<file path="src/rtl/patt_gen.sv">
// Serial bit-pattern transmitter: sends a latched W-bit pattern MSB-first, reps times,
// with GAP idle cycles between repetitions, then pulses done for one cycle.
module patt_gen #(
  parameter int   W        = 4,
  parameter int   CNT_W    = 4,
  parameter int   GAP      = 1,
  parameter logic IDLE_BIT = 1'b0
) (
  input  logic             clk,
  input  logic             rst_b,
  input  logic             start,
  input  logic [W-1:0]     pat_in,
  input  logic [CNT_W-1:0] reps,
  output logic             o,
  output logic             valid,
  output logic             busy,
  output logic             done
);

  localparam int BC_W  = $clog2(W);
  localparam int GAP_W = (GAP > 1) ? $clog2(GAP) : 1;

  localparam logic [BC_W-1:0]  BIT_LAST = BC_W'(W - 1);
  localparam logic [GAP_W-1:0] GAP_LOAD = (GAP > 0) ? GAP_W'(GAP - 1) : '0;

  typedef enum logic [1:0] {
    S_IDLE = 2'd0,
    S_SEND = 2'd1,
    S_GAP  = 2'd2,
    S_DONE = 2'd3
  } state_e;

  state_e           state_q, state_d;
  logic [W-1:0]     shreg_q, shreg_d;
  logic [W-1:0]     pat_q, pat_d;
  logic [BC_W-1:0]  bit_q, bit_d;
  logic [CNT_W-1:0] rep_q, rep_d;
  logic [GAP_W-1:0] gap_q, gap_d;
  logic             o_q, o_d;
  logic             valid_q, valid_d;
  logic             busy_q, busy_d;
  logic             done_q, done_d;

  always_comb begin
    state_d = state_q;
    shreg_d = shreg_q;
    pat_d   = pat_q;
    bit_d   = bit_q;
    rep_d   = rep_q;
    gap_d   = gap_q;

    case (state_q)
      // DONE accepts a new start exactly like IDLE, so back-to-back jobs lose no cycle.
      S_IDLE, S_DONE: begin
        if (start) begin
          pat_d   = pat_in;
          shreg_d = pat_in;
          rep_d   = reps;
          bit_d   = BIT_LAST;
          state_d = (reps != '0) ? S_SEND : S_DONE;
        end else begin
          state_d = S_IDLE;
        end
      end

      S_SEND: begin
        shreg_d = {shreg_q[W-2:0], 1'b0};
        if (bit_q == '0) begin
          if (rep_q > CNT_W'(1)) begin
            rep_d = rep_q - CNT_W'(1);
            bit_d = BIT_LAST;
            if (GAP > 0) begin
              state_d = S_GAP;
              gap_d   = GAP_LOAD;
            end else begin
              shreg_d = pat_q;
            end
          end else begin
            if (rep_q != '0) rep_d = rep_q - CNT_W'(1);
            state_d = S_DONE;
          end
        end else begin
          bit_d = bit_q - BC_W'(1);
        end
      end

      S_GAP: begin
        if (gap_q == '0) begin
          state_d = S_SEND;
          shreg_d = pat_q;
        end else begin
          gap_d = gap_q - GAP_W'(1);
        end
      end

      default: state_d = S_IDLE;
    endcase

    // Outputs are decoded from the next state so the ports come straight from flops.
    o_d     = (state_d == S_SEND) ? shreg_d[W-1] : IDLE_BIT;
    valid_d = (state_d == S_SEND);
    busy_d  = (state_d == S_SEND) || (state_d == S_GAP);
    done_d  = (state_d == S_DONE);
  end

  always_ff @(posedge clk) begin
    if (!rst_b) begin
      state_q <= S_IDLE;
      shreg_q <= '0;
      pat_q   <= '0;
      bit_q   <= '0;
      rep_q   <= '0;
      gap_q   <= '0;
      o_q     <= IDLE_BIT;
      valid_q <= 1'b0;
      busy_q  <= 1'b0;
      done_q  <= 1'b0;
    end else begin
      state_q <= state_d;
      shreg_q <= shreg_d;
      pat_q   <= pat_d;
      bit_q   <= bit_d;
      rep_q   <= rep_d;
      gap_q   <= gap_d;
      o_q     <= o_d;
      valid_q <= valid_d;
      busy_q  <= busy_d;
      done_q  <= done_d;
    end
  end

  assign o     = o_q;
  assign valid = valid_q;
  assign busy  = busy_q;
  assign done  = done_q;

endmodule

</file>
<file path="config.mk">
export PLATFORM = sky130hd
export DESIGN_NAME = patt_gen
export DESIGN_NICKNAME = d
export VERILOG_FILES = /design/src/rtl/patt_gen.sv
export SDC_FILE = /design/constraint.sdc
export NUM_CORES = 1
export LEC_CHECK = 0
export CAP_MARGIN = 10
export CORE_UTILIZATION = 30
export DETAILED_ROUTE_END_ITERATION = 8
export SKIP_CTS_REPAIR_TIMING = 1
export SLEW_MARGIN = 15
export SYNTH_ARGS = -nofsm -noshare
export SYNTH_HDL_FRONTEND = slang
export SYNTH_SLANG_ARGS = --single-unit
</file>
<file path="constraint.sdc">
create_clock -name clk -period 5.4 [get_ports clk]
set_input_delay 1.35 -clock clk [delete_from_list [all_inputs] [get_ports clk]]
set_output_delay 1.35 -clock clk [all_outputs]
set_load 0.01 [all_outputs]
</file>
==> impl_metrics.json, run 1 <==
{
  "result_of_the_run": "complete, no violations",
  "worst_pin_slew_ns": 0.575,
  "startpoint_type": "input port",
  "fill_cells": 358,
  "report.final.hold_viol_count": 0,
  "mapped_area_um2": 1090,
  "power-per-cell-area_nw_per_um2": 318,
  "synthDominantAreaCellType": "sky130_fd_sc_hd__dfxtp_1",
  "core_region_area_um2": 3420,
  "period_minus_slack_ns": 2.95,
  "setup.worst_path.class": "in -> reg",
  "grt_pass1_vias": 889,
  "rsz0062_at_grt": "no",
  "yosys_register_bits": 20,
  "p_clk_share_pct": 21.1,
  "synthTopCellsByArea": "sky130_fd_sc_hd__dfxtp_1, sky130_fd_sc_hd__ha_1, sky130_fd_sc_hd__mux2i_1",
  "layout-drive-gt1-share_pct": 9.30,
  "grt_antenna_before_repair": 0,
  "yosysUniqueCellTypes": 37,
  "arrival_ns": 3.15,
  "globalRouteOverflowTotal": 0,
  "hold-worst-slack_ns": 0.463,
  "insertedDiodeCount": 0,
  "post-synth-top-area-fraction_pct": 36.7,
  "clock_tree_from_tritoncts": "built",
  "power.share.combinational_pct": 33.5,
  "setup_tns_ns": 0,
  "die_w_um": 62.3,
  "syn_inst": 117,
  "drt_pass1_iterations": 4,
  "area_growth_pct": 17.9,
  "place.gp.congestion": 0.843,
  "routed_via_density": 4.97,
  "number_of_buffers_created_by_cts": 3,
  "initial_core_util_pct": 31.9,
  "multi_input_comb_area_um2": 618,
  "number_of_nets_in_the_synthesized_netlist": 135,
  "pin_count_of_the_biggest_net_entering_global_routing": 19,
  "port_buffers": 14,
  "power.sequential.fraction_pct": 45.4,
  "timing.hold.worst.class": "reg -> reg",
  "total_die_area_um2": 3880,
  "critical_path_peak_fanout": 11,
  "p_switching_mw": 0.133,
  "layout_worst_path_cycle_share_pct": 54.5,
  "switching_share_pct": 32.4,
  "clock_tree.htree_level_count": 1,
  "cap_viol_max_count": 0,
  "cp.required_ns": 5.60,
  "ant_nets": 0,
  "cp-end-kind": "flop",
  "synthesis.yosys.warnings": 0,
  "pin_count": 15,
  "synth_seq_area_share_pct": 36.7,
  "finalSetupViolCount": 0,
  "post-dp-hpwl_mm": 1.58,
  "drtIter0Drc": 31,
  "clock.fmax_mhz": 340,
  "root_buffer_cell": "sky130_fd_sc_hd__clkbuf_4",
  "route.vias.total": 869,
  "chipHeight_um": 62.3,
  "grt_first_pass_wirelength_mm": 3.91,
  "power_report.internal_total_mw": 0.277,
  "cts_max_path_buffers": 2,
  "grt_usage_pct": 12.3,
  "maxSlewHeadroom_pct": 61.7,
  "final.setup_skew_ns": 0.00650,
  "drt_drc": 0,
  "design.final.nets": 148,
  "cts.sink_count": 20,
  "routedWlPerCell_um": 12.1,
  "clkTransAtPathRegs_ns": 0.12,
  "p_leak_nw": 0.496,
  "finalWirelength_mm": 2.11,
  "drv_slew": 0,
  "power.ir.vdd_worst_uv": 124,
  "regArea_um2": 400,
  "core.rowCount": 21,
  "synth_area_per_cell_um2": 9.33,
  "clock_insertion_delay_worst_skew_ns": 0.30
}
-- cell type report --
type / instances / area share, %
timing repair buffer: 14 / 10.9
inverter: 9 / 2.63
sequential: 20 / 31.1
clock buffer: 4 / 2.82
tap: 46 / 4.47
multi-input combinational: 82 / 48.1
-- layout by cell type, fill, tap and decap left out --
cell	n
sky130_fd_sc_hd__a221oi_1	3
sky130_fd_sc_hd__a21oi_1	7
sky130_fd_sc_hd__dfxtp_1	20
sky130_fd_sc_hd__o32ai_2	1
sky130_fd_sc_hd__nor2b_4	1
sky130_fd_sc_hd__o21a_1	2
sky130_fd_sc_hd__a31oi_1	1
sky130_fd_sc_hd__o31a_1	1
sky130_fd_sc_hd__nor4bb_4	1
sky130_fd_sc_hd__a21o_2	1
sky130_fd_sc_hd__nand3_1	5
sky130_fd_sc_hd__clkdlybuf4s50_1	14
sky130_fd_sc_hd__mux2_2	1
sky130_fd_sc_hd__o41ai_1	1
sky130_fd_sc_hd__inv_1	8
sky130_fd_sc_hd__clkinv_1	1
sky130_fd_sc_hd__nand2_1	12
sky130_fd_sc_hd__clkbuf_4	3
sky130_fd_sc_hd__nor4_1	1
sky130_fd_sc_hd__o311a_1	1
sky130_fd_sc_hd__nand3b_1	1
sky130_fd_sc_hd__o221a_2	1
sky130_fd_sc_hd__o211ai_1	1
sky130_fd_sc_hd__nor3_1	2
sky130_fd_sc_hd__or2_1	1
sky130_fd_sc_hd__or4_4	1
sky130_fd_sc_hd__a211oi_1	4
sky130_fd_sc_hd__xor2_1	1
sky130_fd_sc_hd__clkbuf_8	1
sky130_fd_sc_hd__o21ai_0	3
sky130_fd_sc_hd__and2_1	5
sky130_fd_sc_hd__nor2_1	4
sky130_fd_sc_hd__mux2i_1	8
sky130_fd_sc_hd__nor2b_1	3
sky130_fd_sc_hd__ha_1	7
sky130_fd_sc_hd__o41ai_2	1
-- stage by stage --
stage               util [%]  area [um2]  cells  setup WS (ns)  total power, mW
detailed placement      36.6        1250    171           2.16            0.327
global placement        36.6        1250    171           2.19            0.323
CTS                     37.7        1290    175           2.46            0.414
global route            37.7        1290    175           2.32            0.439
finish                  37.7        1290    175           2.45            0.409
floorplan                  -        1090    117           2.77            0.293
-- worst max-delay path, stage by stage --
cell	delay, ns
sky130_fd_sc_hd__clkdlybuf4s50_1	0.81
sky130_fd_sc_hd__nand2_1	0.26
sky130_fd_sc_hd__o32ai_2	0.20
sky130_fd_sc_hd__inv_1	0.08
sky130_fd_sc_hd__ha_1	0.17
sky130_fd_sc_hd__and2_1	0.13
sky130_fd_sc_hd__and2_1	0.15
-- sequential cells by signal, indices dropped and copies added (netlist names) --
name	flops
busy	1
o	1
state_q	2
valid	1
shreg_q	4
pat_q	4
rep_q	4
done	1
bit_q	2
-- synth_stat cells (all sizes together) --
library cell and n:
dfxtp 20, nand2 12, inv 8, mux2i 8
a21oi 7, ha 7, and2 5, nand3 5
a211oi 4, buf 4, nor2 4, nor2b 4
a221oi 3, o21ai 3, clkbuf 2, nor3 2
o21a 2, o41ai 2, a21o 1, a31oi 1
clkinv 1, mux2 1, nand3b 1, nor4 1
nor4bb 1, o211ai 1, o221a 1, o311a 1
o31a 1, o32ai 1, or2 1, or4 1
xor2 1
-- worst paths after layout --
check | cells after the start | endpoint | slack, ns | start
worst min-delay path | 2 | pat_q[0]$_SDFFE_PN0P_ | 0.46 | pat_q[0]$_SDFFE_PN0P_
worst max-delay path | 7 | o$_SDFF_PN0_ | 2.45 | start
worst min register to register | 2 | pat_q[0]$_SDFFE_PN0P_ | 0.46 | pat_q[0]$_SDFFE_PN0P_
worst max register to register | 8 | o$_SDFF_PN0_ | 3.25 | state_q[0]$_SDFF_PN0_
-- kinds of logic (layout without fill, tap and decap cells) --
family,after synthesis,count (layout),synth area share (%)
simple gates,37,37,19.7
buf+inv,15,27,6.65
mux,9,9,8.37
compound gates,28,28,19.7
xor+xnor,1,1,0.803
flops,20,20,36.7
fa+ha+maj,7,7,8.03
-- power by group through the flow --
stage | Combinational [mW] | Sequential (mW) | Clock, mW
after floorplan | 0.106 | 0.187 | 0
after global placement | 0.134 | 0.188 | 0
after detailed placement | 0.138 | 0.189 | 0
after CTS | 0.138 | 0.186 | 0.0899
after global routing | 0.154 | 0.189 | 0.0969
final | 0.137 | 0.186 | 0.0865
-- metal layers --
metal / vias to the layer above / GRT usage [%] / part of all wire (%)
li1: 443 / - / -
met1: 409 / 14.0 / 48
met2: 15 / 22.7 / 48
met3: 2 / 2.21 / 3.2
met4: 0 / 4.36 / 1.0
met5: - / 0 / 0
Note: power is estimated with default switching activity, not from simulation.
==> run 2, diff against run 1 <==
clock period = 2.9 ns   (was 5.4 ns; I/O delays follow)
==> run 2 against run 1 <==
Compared with the run above: register-to-register slack worse by 2.6 ns; critical path type is now reg -> reg; critical endpoint unchanged; clock power grew to 2.7 times the previous value; die area did not move; hold slack better by 0.0017 ns; core utilization up 0.70 points; highest routed layer unchanged; largest cell class unchanged.
==> impl_metrics.json, run 2 (synthesis gave the netlist of run 1 again) <==
{
  "cp-end-kind": "flop",
  "result_of_the_run": "complete, no violations",
  "grt_antenna_before_repair": 0,
  "root_buffer_cell": "sky130_fd_sc_hd__clkbuf_4",
  "drtIter0Drc": 21,
  "design.final.nets": 149,
  "clock_insertion_delay_worst_skew_ns": 0.30,
  "report.final.hold_viol_count": 0,
  "startpoint_type": "flop",
  "clkTransAtPathRegs_ns": 0.12,
  "timing.critical_path.slowest_cell_delay_ns": 0.64,
  "place.gp.congestion": 0.825,
  "power_report.internal_total_mw": 0.579,
  "crit_path_top_delay_cell": "sky130_fd_sc_hd__ha_1",
  "globalRouteOverflowTotal": 0,
  "core_region_area_um2": 3420,
  "routedWlPerCell_um": 12.7,
  "pin_count": 15,
  "routed_via_density": 5.09,
  "clock.fmax_mhz": 448,
  "most_frequent_standard_cell_in_the_layout_excluding_fill_and_tap_cells": "sky130_fd_sc_hd__dfxtp_1",
  "path_cells": "inv_1 > ha_1 > nand2_1 > o32ai_2 > inv_1 > ha_1 > and2_1 > and2_1",
  "cap_viol_max_count": 0,
  "pin_count_of_the_biggest_net_entering_global_routing": 19,
  "layout-drive-gt1-share_pct": 10.0,
  "fill_cells": 361,
  "core.rowCount": 21,
  "maxSlewHeadroom_pct": 61.5,
  "power.share.combinational_pct": 31.0,
  "global_route.peak_usage_layer": "met2",
  "numPlacedInstances": 172,
  "arrival_ns": 2.45,
  "worst_pin_slew_ns": 0.578,
  "area_growth_pct": 20.1,
  "power-per-cell-area_nw_per_um2": 637,
  "clock_tree.htree_level_count": 1,
  "setup.worst_path.class": "reg -> reg",
  "grt.met3_usage_pct": 3.49,
  "initial_core_util_pct": 31.9,
  "path_buf_inv": 2,
  "drt_drc": 0,
  "port_buffers": 14,
  "final.setup_skew_ns": 0.000872,
  "drt_pass1_iterations": 4,
  "route.vias.total": 895,
  "timing.hold.worst.class": "reg -> reg",
  "period_minus_slack_ns": 2.23,
  "insertedDiodeCount": 0,
  "critPathTopFamily": "adder cells",
  "clock_tree_from_tritoncts": "built",
  "cp.required_ns": 3.12,
  "hold-worst-slack_ns": 0.464,
  "p_leak_nw": 0.507,
  "critical_path_peak_fanout": 18,
  "p_switching_mw": 0.256,
  "largest_registers": "pat_q: 4 flops, rep_q: 4 flops, shreg_q: 4 flops",
  "power.sequential.fraction_pct": 41.4,
  "chipHeight_um": 62.3,
  "setup_tns_ns": 0,
  "grt_usage_pct": 12.3,
  "switching_share_pct": 30.7,
  "p_clk_share_pct": 27.6,
  "fin_cells": 176,
  "final_cell_mix": "sky130_fd_sc_hd__dfxtp_1, sky130_fd_sc_hd__clkdlybuf4s50_1, sky130_fd_sc_hd__nand2_1",
  "finalSetupViolCount": 0,
  "grt_pass1_vias": 872,
  "number_of_buffers_created_by_cts": 3,
  "layout_worst_path_cycle_share_pct": 77.0,
  "power.ir.vdd_worst_uv": 322,
  "rsz0062_at_grt": "no",
  "die_w_um": 62.3,
  "globalRouteMet2Util_pct": 23.2,
  "cts.sink_count": 20,
  "total_die_area_um2": 3880,
  "finalWirelength_mm": 2.24,
  "cts_max_path_buffers": 2,
  "ant_nets": 0,
  "use_met1_pct": 13.4,
  "post-dp-hpwl_mm": 1.57,
  "drv_slew": 0,
  "grt_first_pass_wirelength_mm": 3.80
}
## run 2: cell count changes in the layout (fill, tap and decap cells not counted)
cell                        delta
sky130_fd_sc_hd__buf_4         +1
sky130_fd_sc_hd__bufinv_16     +1
sky130_fd_sc_hd__clkbuf_8      -1
## run 2: per-layer routing
metal / wire, um / up-vias
met5: 0 / -
met4: 13 / 0
met3: 73 / 2
met2: 1160 / 11
met1: 996 / 432
li1: - / 450
## run 2: worst min-delay path, delay by kind of cell (launching register included)
| kind | cells | cell delay, ns |
|---|---|---|
| and+or+nand+nor | 1 | 0.05 |
| AOI/OAI and AO/OA | 1 | 0.05 |
| DFF | 1 | 0.33 |
## run 2: metrics by stage
stage	utilization [%]	total power [mW]	setup slack, ns	area (um2)
floorplan	-	0.545	0.892	1090
global placement	36.8	0.602	0.392	1260
detailed placement	36.8	0.609	0.346	1260
global route	38.4	0.893	0.517	1310
finish	38.4	0.835	0.667	1310
CTS	38.4	0.846	0.651	1310
## run 2: power groups by stage
stage               registers (mW)  clock network, mW  logic (mW)
global placement             0.350                  0       0.252
CTS                          0.345              0.240       0.261
detailed placement           0.352                  0       0.257
floorplan                    0.348                  0       0.197
finish                       0.345              0.231       0.259
global route                 0.350              0.252       0.290
## run 2: final timing paths
kind / startpoint / end / slack, ns / cells after the start
worst max-delay path: state_q[0]$_SDFF_PN0_ / o$_SDFF_PN0_ / 0.67 / 8
worst max register to register: state_q[0]$_SDFF_PN0_ / o$_SDFF_PN0_ / 0.67 / 8
worst min-delay path: pat_q[0]$_SDFFE_PN0P_ / pat_q[0]$_SDFFE_PN0P_ / 0.46 / 2
worst min register to register: pat_q[0]$_SDFFE_PN0P_ / pat_q[0]$_SDFFE_PN0P_ / 0.46 / 2
## run 2: area by class of cell
cell class	instances	area (um2)	area share [%]
Timing Repair Buffer	15	148	11.3
Inverter	9	33.8	2.58
Tap cell	46	57.6	4.39
Multi-Input combinational cell	82	618	47.2
Sequential cell	20	400	30.6
Clock inverter	1	30.0	2.29
Clock buffer	3	22.5	1.72
==> run 3, diff against run 2 <==
clock period = 2.2 ns   (was 2.9 ns; I/O delays follow)
==> run 3 against run 2 <==
Compared with the run above: die area is the same; global-route usage grew 0.39 points; cell count grew 3.4%; clock power grew 34%; wire length grew 4.0%; first-iteration DRC count grew 19%; non-clock buffer count grew 6; sequential power grew 32%; core utilization grew 1.3 points; largest power group unchanged; highest routed layer unchanged.
==> impl_metrics.json, run 3 (synthesis gave the netlist of run 1 again) <==
{
  "critPathTopFamily": "simple AND/OR/NAND/NOR gates",
  "cp.required_ns": 2.42,
  "drtIter0Drc": 25,
  "timing.critical_path.slowest_cell_delay_ns": 0.52,
  "period_minus_slack_ns": 1.96,
  "power-per-cell-area_nw_per_um2": 829,
  "final_cell_mix": "sky130_fd_sc_hd__dfxtp_1, sky130_fd_sc_hd__clkdlybuf4s50_1, sky130_fd_sc_hd__nand2_1",
  "setup_tns_ns": 0,
  "final.setup_skew_ns": 0.00217,
  "rsz0062_at_grt": "no",
  "cts.sink_count": 20,
  "clock.fmax_mhz": 510,
  "chipHeight_um": 62.3,
  "routed_via_density": 4.87,
  "worst_pin_slew_ns": 0.411,
  "pin_count": 15,
  "design.final.nets": 155,
  "post-dp-hpwl_mm": 1.79,
  "maxSlewHeadroom_pct": 72.4,
  "layout_worst_path_cycle_share_pct": 89.1,
  "path_buf_inv": 2,
  "critical_path_peak_fanout": 2,
  "route.vias.total": 886,
  "critical_path.reg2reg.endpoint": "o$_SDFF_PN0_",
  "most_frequent_standard_cell_in_the_layout_excluding_fill_and_tap_cells": "sky130_fd_sc_hd__dfxtp_1",
  "cts_max_path_buffers": 2,
  "root_buffer_cell": "sky130_fd_sc_hd__clkbuf_4",
  "insertedDiodeCount": 0,
  "met3RoutedLength_um": 61,
  "drt_drc": 0,
  "result_of_the_run": "complete, no violations",
  "arrival_ns": 2.18,
  "routedWlPerCell_um": 12.8,
  "layout-drive-gt1-share_pct": 14.0,
  "number_of_buffers_created_by_cts": 3,
  "hold_start": "pat_q[3]$_SDFFE_PN0P_",
  "reg2regPathDepth": 8,
  "timing.hold.worst_path_depth": 2,
  "die_w_um": 62.3,
  "port_buffers": 14,
  "startpoint_type": "input port",
  "reg2reg_setup_slack_ns": 0.25,
  "clock_insertion_delay_worst_skew_ns": 0.31,
  "crit_path_top_delay_cell": "sky130_fd_sc_hd__or4_4",
  "finalWirelength_mm": 2.33,
  "total_die_area_um2": 3880,
  "dr_wl_met2_mm": 1.23,
  "placement.cell_area_um2": 1300,
  "fill_cells": 357,
  "grt_usage_pct": 12.6,
  "drt_pass1_iterations": 2,
  "core_region_area_um2": 3420,
  "final_core_utilization_pct": 39.7,
  "holdPathEnd": "pat_q[3]$_SDFFE_PN0P_",
  "place.gp.congestion": 0.815,
  "largest_registers": "pat_q: 4 flops, rep_q: 4 flops, shreg_q: 4 flops",
  "setup.worst_path.class": "in -> reg",
  "timing.hold.worst.class": "reg -> reg",
  "core.rowCount": 21,
  "clkTransAtPathRegs_ns": 0.12,
  "fin_cells": 182,
  "cp-end-kind": "flop",
  "numPlacedInstances": 178,
  "wl_met1_mm": 1.01,
  "grt_first_pass_wirelength_mm": 3.92,
  "ant_nets": 0,
  "globalRouteOverflowTotal": 0,
  "p_leak_nw": 0.537,
  "cap_viol_max_count": 0,
  "clock_tree.htree_level_count": 1,
  "finalSetupViolCount": 0,
  "pin_count_of_the_biggest_net_entering_global_routing": 13,
  "worstReg2RegStart": "state_q[1]$_SDFF_PN0_",
  "grt_antenna_before_repair": 0,
  "top_signal_layer_used": "met4",
  "initial_core_util_pct": 31.9,
  "grt_pass1_vias": 896,
  "power.ir.vdd_worst_uv": 393,
  "clock_tree_from_tritoncts": "built",
  "final_area_um2": 1360,
  "path_cells": "clkdlybuf4s50_1 > or4_4 > o32ai_2 > inv_1 > ha_1 > and2_1 > and2_1",
  "drv_slew": 0,
  "area_growth_pct": 24.2,
  "report.final.hold_viol_count": 0,
  "critical-path-top-cell-by-count": "sky130_fd_sc_hd__and2_1",
  "hold-worst-slack_ns": 0.466
}
## run 3: worst reg2reg max path, delay by kind of cell (launching register included)
family | cells | cell delay [ns]
buf+inv | 1 | 0.06
compound gates | 2 | 0.45
simple gates | 3 | 0.46
fa+ha+maj | 2 | 0.50
flops | 1 | 0.38
## run 3: stage by stage
stage / setup WS, ns / power [mW]
global placement: -0.0932 / 0.809
detailed placement: -0.103 / 0.826
global route: 0.125 / 1.20
CTS: 0.239 / 1.13
floorplan: 0.367 / 0.718
finish: 0.240 / 1.12
## run 3: layout make-up
cell class / count / area (um2) / share of cell area, %
Multi-Input combinational cell: 82 / 618 / 45.6
Clock buffer: 3 / 22.5 / 1.66
Clock inverter: 1 / 30.0 / 2.22
Tap cell: 46 / 57.6 / 4.25
Sequential cell: 20 / 400 / 29.5
Inverter: 9 / 33.8 / 2.49
Timing Repair Buffer: 21 / 193 / 14.2
## run 3: worst max path at each step
stage | startpoint | end | slack [ns] | cells past startpoint
final | reps[0] | o$_SDFF_PN0_ | 0.24 | 7
after floorplan | reps[1] | o$_SDFF_PN0_ | 0.37 | 6
after global placement | reps[0] | o$_SDFF_PN0_ | -0.09 | 7
after CTS | reps[1] | o$_SDFF_PN0_ | 0.24 | 7
after detailed placement | reps[0] | o$_SDFF_PN0_ | -0.10 | 7
after global routing | state_q[1]$_SDFF_PN0_ | o$_SDFF_PN0_ | 0.13 | 8
## run 3: metal layers
metal	GRT usage, %	vias to the layer above
met3	3.31	2
met5	0	-
met4	2.62	0
met1	14.4	419
li1	-	456
met2	23.5	9
## run 3: power by group
part,internal [mW],switching (mW)
Sequential,0.414,0.0415
Combinational,0.180,0.179
Clock,0.184,0.125
Total,0.778,0.345
